**src/rtl/alu_pkg.sv**
```systemverilog
// Shared definitions for the two-requester ALU arbiter:
// ALU control encodings and the result-holding FSM states.
package alu_pkg;

    typedef enum logic [2:0] {
        OP_ADD = 3'b000,
        OP_SUB = 3'b001,
        OP_AND = 3'b010,
        OP_OR  = 3'b011,
        OP_XOR = 3'b100,
        OP_SLT = 3'b101,
        OP_SLL = 3'b110,
        OP_SRL = 3'b111
    } alu_op_e;

    typedef enum logic {
        IDLE = 1'b0,
        HOLD = 1'b1
    } state_e;

endpackage

```
**src/rtl/alu.sv**
```systemverilog
// Combinational N-bit ALU: eight operations, signed set-less-than,
// logical shifts by b[4:0], plus an all-zero flag on the result.
module alu
    import alu_pkg::*;
#(
    parameter int N = 32
) (
    input  logic [N-1:0] i_a,
    input  logic [N-1:0] i_b,
    input  alu_op_e      i_op,
    output logic [N-1:0] o_y,
    output logic         o_zero
);

    logic w_lt;

    assign w_lt = $signed(i_a) < $signed(i_b);

    // Operation select; add/sub wrap naturally at N bits
    always_comb begin
        o_y = '0;
        unique case (i_op)
            OP_ADD: o_y = i_a + i_b;
            OP_SUB: o_y = i_a - i_b;
            OP_AND: o_y = i_a & i_b;
            OP_OR:  o_y = i_a | i_b;
            OP_XOR: o_y = i_a ^ i_b;
            OP_SLT: o_y = {{(N-1){1'b0}}, w_lt};
            OP_SLL: o_y = i_a << i_b[4:0];
            OP_SRL: o_y = i_a >> i_b[4:0];
            default: o_y = '0;
        endcase
    end

    assign o_zero = (o_y == '0);

endmodule

```
**src/rtl/alu_arbiter.sv**
```systemverilog
// Two requesters time-share one ALU under round-robin arbitration;
// one result is held in an output register until its owner consumes it.
module alu_arbiter
    import alu_pkg::*;
#(
    parameter int N = 32
) (
    input  logic         clk,
    input  logic         reset_n,
    input  logic         req0_valid,
    input  logic         req1_valid,
    output logic         req0_ready,
    output logic         req1_ready,
    input  logic [N-1:0] req0_a,
    input  logic [N-1:0] req0_b,
    input  logic [N-1:0] req1_a,
    input  logic [N-1:0] req1_b,
    input  logic [2:0]   req0_op,
    input  logic [2:0]   req1_op,
    output logic         rsp0_valid,
    output logic         rsp1_valid,
    input  logic         rsp0_ready,
    input  logic         rsp1_ready,
    output logic [N-1:0] rsp_result,
    output logic         rsp_zero
);

    state_e       r_state;
    state_e       w_state_nxt;
    logic         r_owner;
    logic         r_last;
    logic [N-1:0] r_result;
    logic         r_zero;

    logic         w_owner_ready;
    logic         w_can_accept;
    logic         w_gnt1;
    logic         w_gnt0;
    logic         w_accept;
    logic [N-1:0] w_a;
    logic [N-1:0] w_b;
    logic [2:0]   w_op;
    logic [N-1:0] w_alu_y;
    logic         w_alu_zero;

    // r_last = 1 means requester 1 was granted last, so 0 wins a tie
    assign w_gnt1 = req1_valid & (~req0_valid | ~r_last);
    assign w_gnt0 = req0_valid & ~w_gnt1;

    assign w_owner_ready = r_owner ? rsp1_ready : rsp0_ready;
    assign w_can_accept  = (r_state == IDLE) | w_owner_ready;
    assign w_accept      = reset_n & w_can_accept & (w_gnt0 | w_gnt1);

    assign req0_ready = w_accept & w_gnt0;
    assign req1_ready = w_accept & w_gnt1;

    assign w_a  = w_gnt1 ? req1_a  : req0_a;
    assign w_b  = w_gnt1 ? req1_b  : req0_b;
    assign w_op = w_gnt1 ? req1_op : req0_op;

    alu #(.N(N)) u_alu (
        .i_a    (w_a),
        .i_b    (w_b),
        .i_op   (alu_op_e'(w_op)),
        .o_y    (w_alu_y),
        .o_zero (w_alu_zero)
    );

    // Next state: a new acceptance always leaves a result held
    always_comb begin
        w_state_nxt = r_state;
        unique case (r_state)
            IDLE: begin
                if (w_accept) w_state_nxt = HOLD;
            end
            HOLD: begin
                if (w_accept)          w_state_nxt = HOLD;
                else if (w_owner_ready) w_state_nxt = IDLE;
            end
            default: w_state_nxt = IDLE;
        endcase
    end

    // State, ownership, grant pointer and held result registers
    always_ff @(posedge clk) begin
        if (!reset_n) begin
            r_state  <= IDLE;
            r_owner  <= 1'b0;
            r_last   <= 1'b1;
            r_result <= '0;
            r_zero   <= 1'b0;
        end else begin
            r_state <= w_state_nxt;
            if (w_accept) begin
                r_owner  <= w_gnt1;
                r_last   <= w_gnt1;
                r_result <= w_alu_y;
                r_zero   <= w_alu_zero;
            end
        end
    end

    assign rsp0_valid = (r_state == HOLD) & ~r_owner;
    assign rsp1_valid = (r_state == HOLD) &  r_owner;
    assign rsp_result = r_result;
    assign rsp_zero   = r_zero;

endmodule

```
**config.mk**
```make
export PLATFORM = sky130hd
export DESIGN_NAME = alu_arbiter
export DESIGN_NICKNAME = d
export VERILOG_FILES = /design/src/rtl/alu_pkg.sv /design/src/rtl/alu.sv /design/src/rtl/alu_arbiter.sv
export SDC_FILE = /design/constraint.sdc
export NUM_CORES = 1
export LEC_CHECK = 0
export CORE_UTILIZATION = 34
export CTS_BUF_LIST = sky130_fd_sc_hd__clkbuf_2 sky130_fd_sc_hd__clkbuf_4 sky130_fd_sc_hd__clkbuf_8
export CTS_CLUSTER_DIAMETER = 50
export CTS_CLUSTER_SIZE = 8
export DETAILED_ROUTE_END_ITERATION = 7
export GPL_TIMING_DRIVEN = 0
export PLACE_DENSITY_LB_ADDON = 0.08
export SLEW_MARGIN = 20
export SYNTH_ARGS = -nofsm -noshare
export SYNTH_HDL_FRONTEND = slang
export SYNTH_SLANG_ARGS = --single-unit
```
**constraint.sdc**
```tcl
create_clock -name clk -period 8.36 [get_ports clk]
set_input_delay 1.254 -clock clk [delete_from_list [all_inputs] [get_ports clk]]
set_output_delay 1.254 -clock clk [all_outputs]
set_load 0.005 [all_outputs]
```
# [After elaboration in Yosys (flattened, before gate mapping)]
# Cells that the tools add are included.
# Widths: inputs -> output; s select.
[word_totals] reg_bits=36 inputBits=140 elab_cells=47
[classes] add_sub_neg=2 magnitude_cmp=1 eq_ne=7 n_shift=2 mux=9 n_bitwise=19 n_reduce_logical=2
[ops] op="$pmux 32 s8" count=1
[ops] op="$mux 32" count=2
[ops] op="$add 32x32->32" count=1
[ops] op="$and 32x32->32" count=1
[ops] op="$logic_not 32->1" count=1
[ops] op="$lt 32x32->1" count=1
[ops] op="$or 32x32->32" count=1
[ops] op="$shl 32x5->32" count=1
[ops] op="$shr 32x5->32" count=1
[ops] op="$sub 32x32->32" count=1
[ops] op="$xor 32x32->32" count=1
[ops] op="$eq 3x3->1 const B" count=4
[ops] op="$and 1x1->1" count=8
[ops] op="$eq 3x2->1 const B" count=2
[ops] op="$not 1->1" count=5
[ops] op="$mux 1" count=4
[ops] op="$eq 3x1->1 const B" count=1
[ops] op="$logic_not 3->1" count=1
[ops] op="$mux 3" count=1
[ops] op="$or 1x1->1" count=3
[ops] op="$pmux 1 s2" count=1

# [Depth between registers and ports, before layout]
[logic_depth] depth_word=9 ltp_mapped=24 depth_no_buf=18

# [Modules after synthesis]
# A second synthesis with hierarchy kept.
[unflattened] hier_cells=1569 area_unflattened_um2=11817.6
[modules_own_cells] mod="alu" n_inst=1 cells_per_inst=1395 area_each_um2=9778.1 seq_area_each_um2=0.0
[modules_own_cells] mod="alu_arbiter" n_inst=1 cells_per_inst=174 area_each_um2=2039.5 seq_area_each_um2=720.7

# [Worst setup path before layout]
# OpenSTA, ideal clock, no wires.
[synth_timing] kind="input port to flip-flop" start="input req1_valid" end="register r_zero (netlist: rsp_zero)" setup_ns=0.087 arrival_ns=6.348 required_ns=8.273 slack_ns=1.925 cell_stages=24 n_path_buf=6 path_cell_list="a21bo_2 > buf_6 > buf_4 > buf_2 > clkbuf_1 > clkbuf_1 > buf_1 > nand2_1 > nand2_1 > ha_1 > inv_1 > fa_1 > nand2b_1 > a211oi_1 > nor3_1 > o21ai_1 > a21o_1 > a31oi_1 > mux2i_1 > or4b_1 > nor4_1 > nand4_1 > or4_1 > o31ai_1"
[synth_between] elab_chain_cells=5 word_cells_on_any_way=26 classes_between="2 x add/sub; 1 x order compare; 7 x eq/ne; 2 x shift; 4 x mux; 8 x bitwise; 2 x reduce/logical"
[synth_rtl] item="start: declaration" line="alu_arbiter.sv:11" text="input logic req1_valid,"
[synth_rtl] item="$and 1x1->1 (*)" line="alu_arbiter.sv:47" text="assign w_gnt1 = req1_valid & (~req0_valid | ~r_last);"
[synth_rtl] item="$mux 32 (tied with other cells)" line="alu_arbiter.sv:57" text="assign w_a = w_gnt1 ? req1_a : req0_a;"
[synth_rtl] item="$sub 32x32->32 (tied with other cells)" line="alu.sv:24" text="OP_SUB: o_y = i_a - i_b;"
[synth_rtl] item="$pmux 32 s8 or $or 1x1->1 (tied branches)" line="alu.sv:22, alu_arbiter.sv:52"
[synth_rtl] item="$logic_not 32->1 or $and 1x1->1 (tied branches)" line="alu.sv:35, alu_arbiter.sv:52"
[synth_rtl] item="end signal: assignment" line="alu_arbiter.sv:98" text="r_zero <= w_alu_zero;"
[synth_rtl] item="end: declaration" line="alu_arbiter.sv:33" text="logic r_zero;"
# Every way passes the cells marked *; elsewhere a longest branch is shown, timed or not.
# A chain may end at the register's enable or synchronous reset.

# [Final worst setup path]
[layout_timing] start="input req0_valid" end="register r_zero (netlist: rsp_zero)"
[layout_between] elab_chain_cells=7 word_cells_on_any_way=28 classes_between="2 x add/sub; 1 x order compare; 7 x eq/ne; 2 x shift; 4 x mux; 10 x bitwise; 2 x reduce/logical"
[layout_rtl] item="start: declaration" line="alu_arbiter.sv:10" text="input logic req0_valid,"
[layout_rtl] item="$not 1->1" line="alu_arbiter.sv:47"
[layout_rtl] item="$or 1x1->1" line="alu_arbiter.sv:47"
[layout_rtl] item="$and 1x1->1" line="alu_arbiter.sv:47"
[layout_rtl] item="$mux 32 (tied with other cells)" line="alu_arbiter.sv:57"
[layout_rtl] item="$sub 32x32->32 (tied with other cells)" line="alu.sv:24"
[layout_rtl] item="$pmux 32 s8 or $or 1x1->1 (tied branches)" line="alu.sv:22, alu_arbiter.sv:52"
[layout_rtl] item="$logic_not 32->1 or $and 1x1->1 (tied branches)" line="alu.sv:35, alu_arbiter.sv:52"
# Parallel ways exist; a longest one is shown, timed or not.

==> impl_metrics.json <==
{
  "hold_viol": 0,
  "cts_sinks": 36,
  "fmax_mhz": 122,
  "synthArstFlopShare": 0,
  "ys_warn_count": 0,
  "synth_cells": 1842,
  "finalSetupViolations": 0,
  "routedWlPerCell_um": 30.1,
  "crit_fanout": 28,
  "outcome": "finished clean",
  "track_usage": 0.396,
  "h-tree-depth": 2,
  "synth_flop_cell": "dfxtp_1",
  "dr_total_vias": 15700,
  "cts_buffers": 5,
  "power_density_mw_per_mm2": 129,
  "die_h_um": 192,
  "gp_congestion": 1.09,
  "required_ns": 8.60,
  "syn_to_final_growth_pct": 20.1,
  "clk_latency_ns": 0.32,
  "power_uw": 1910,
  "arrival_ns": 8.44,
  "die_w_um": 192,
  "n_fill_cell": 3914,
  "rsz0062_at_grt": "no",
  "cp_cell_sequence": "clkdlybuf4s50_1 > a21bo_2 > buf_6 > buf_4 > clkbuf_2 > clkbuf_2 > nand2_1 > nand2_1 > ha_1 > clkbuf_1 > clkbuf_2 > o21bai_1 > a21oi_1 > o41ai_1 > a2bb2o_1 > a32oi_1 > nor4b_2 > o31ai_1 > nor4_1 > nand4_1 > or4_1 > o31ai_1",
  "worst_pin_slew_ns": 1.10,
  "wl_mm": 74.6,
  "drive_gt1_frac": 0.0753,
  "cp_common_cell": "clkbuf_2",
  "power.leakage_uw": 0.00632,
  "cpMaxStageDelayCell": "o41ai_1",
  "coreArea_sq_mm": 0.0356,
  "path_clk_slew_ns": 0.09,
  "rows": 69,
  "startpoint_type": "primary input",
  "viasPerCell": 6.34,
  "grt.overflow.total": 0,
  "path_class": "primary input to register",
  "netlist_area_sq_mm": 0.0123,
  "period_needed_ns": 8.20,
  "hold_end": "rsp_result[27]",
  "crit_path_end_kind": "register",
  "cts_tree": "done",
  "grt_max_degree": 29,
  "grt_pass1_vias": 14300,
  "regToRegStartpoint": "r_last",
  "first_iter_violations": 1835,
  "timing.final.crit_share": 0.981,
  "hold_depth": 2,
  "dp_hpwl_mm": 62.2,
  "cp_slowest_stage_delay_ns": 0.59,
  "synth_area_per_cell_sq_um": 6.68,
  "fin_skew_ns": 0.0159,
  "yosys_register_bits": 36,
  "dr.pass1.iters": 6,
  "io_buffers": 167,
  "antenna_found_initial": 0,
  "route.detailed.drc": 0,
  "grt_pass1_wl_mm": 105,
  "ys_seq_area_frac": 0.0586,
  "antenna_left": 0,
  "hold_class": "register to register",
  "post-route-util": 0.415,
  "ios": 177,
  "cap_viol_max_count": 0,
  "slew_headroom": 0.261,
  "hp-start": "rsp_result[27]",
  "initial_core_util": 0.346,
  "cts_max_path_buffers": 2,
  "reg2reg_depth": 21,
  "num-nets-final": 2255,
  "finalMaxSlewViolations": 0,
  "yosysUniqueCellTypes": 92,
  "hold_ws_ns": 0.468,
  "r2r_end": "rsp_zero",
  "root_buffer": "clkbuf_8",
  "fp.dieArea_sq_mm": 0.0370,
  "synth_edf_count": 0,
  "ir_drop_mv": 0.0824,
  "regToRegSetupSlack_ns": 1.30,
  "syn_nets": 2080
}
## how the worst max path moves through the flow
stage	startpoint	endpoint	slack [ns]	cells past startpoint
5_1_grt	req0_valid	rsp_zero	0.007	22
3_5_place_dp	req0_valid	rsp_zero	-1.82	23
3_3_place_gp	req0_valid	rsp_zero	-1.75	24
2_1_floorplan	req1_valid	rsp_zero	1.92	24
4_1_cts	req0_valid	rsp_zero	0.009	20
6_report	req0_valid	rsp_zero	0.16	22
## cell usage after synthesis (16+ instances only)
library cell	n	area [sq um]
a211oi_1	45	338
a21oi_1	111	556
a31oi_1	16	100
buf_1	17	63.8
buf_2	36	180
clkbuf_1	71	267
dfxtp_1	36	721
ha_1	97	1210
inv_1	92	345
mux2_2	25	282
mux2i_1	220	2200
nand2_1	329	1230
nand2b_1	18	113
nand3_1	78	390
nand4_1	17	106
nor2_1	130	488
nor2b_1	24	150
nor3_1	51	255
o211ai_1	31	233
o21ai_0	91	455
o22ai_1	18	113
xnor2_1	18	158
## layout make-up
| type | instances | area, sq um | share of cell area |
|---|---|---|---|
| repair buffers | 171 | 1700 | 0.115 |
| flip-flops and latches | 36 | 721 | 0.0488 |
| multi-input cells | 1571 | 10700 | 0.722 |
| clock inverters | 1 | 8.76 | 0.000593 |
| clock buffers | 7 | 83.8 | 0.00567 |
| inverters | 97 | 367 | 0.0248 |
| well taps | 461 | 577 | 0.0390 |
| plain buffers | 135 | 649 | 0.0440 |
| diodes | 1 | 2.50 | 0.000169 |
## timing repair
item	4_1_cts	5_1_grt
setup endpoints to repair	12	1
endpoints found under the hold margin	0	0
setup buffers	0	2
hold buffers	0	0
resized for setup	12	21
## cells by family after synthesis
kind of cell,after synthesis,synth area share
xor gates and xnor gates,23,0.0164
muxes,257,0.219
DFF,36,0.0586
buffers and inverters,235,0.0823
adders and majority gates,98,0.100
AOI/OAI and AO/OA,479,0.262
and+or+nand+nor,714,0.261
## state kept, by name, indices dropped and copies added, names as in the netlist
register and flops:
r_owner 1, rsp_zero 1, rsp_result 32, r_state 1, r_last 1
## layer usage
layer	part of all wire	up-vias	track usage
met2	0.42	934	0.602
met4	0.049	0	0.163
li1	-	7065	-
met3	0.087	149	0.0588
met1	0.44	7566	0.551
met5	0	-	0
## cell usage in the layout, fill, tap and decap left out, types with 31 or more instances in the layout
master / instances
nand2_1: 329
nor3_1: 48
dfxtp_1: 36
ha_1: 97
nand3_1: 78
clkbuf_1: 58
a21oi_1: 110
buf_2: 37
o21ai_0: 91
clkdlybuf4s50_1: 167
inv_1: 92
nor2_1: 130
a211oi_1: 42
o211ai_1: 31
mux2i_1: 220
## worst max-delay path, delay by kind of cell
| family | cells | cell delay [ns] |
|---|---|---|
| adder cells (fa/ha/maj) | 1 | 0.20 |
| AO/OA/AOI/OAI | 8 | 2.21 |
| AND/OR/NAND/NOR | 6 | 2.14 |
| buffers and inverters | 7 | 2.58 |
## through the flow
| stage | cells | instance area [sq um] | setup WS (ns) | TNS [ns] |
|---|---|---|---|---|
| CTS | 2477 | 14700 | 0.00920 | 0 |
| finish | 2480 | 14800 | 0.163 | 0 |
| detailed placement | 2472 | 14600 | -1.82 | -11.05 |
| global placement | 2470 | 14600 | -1.75 | -11.86 |
| global route | 2479 | 14800 | 0.00732 | 0 |
| floorplan | 1842 | 12300 | 1.92 | 0 |
## where the power goes
| part | switching (uW) | internal, uW | total [uW] |
|---|---|---|---|
| registers | 15.4 | 199 | 214 |
| clock network | 74.8 | 66.2 | 141 |
| logic | 1030 | 526 | 1550 |
Power figures use the tool's default switching activity.
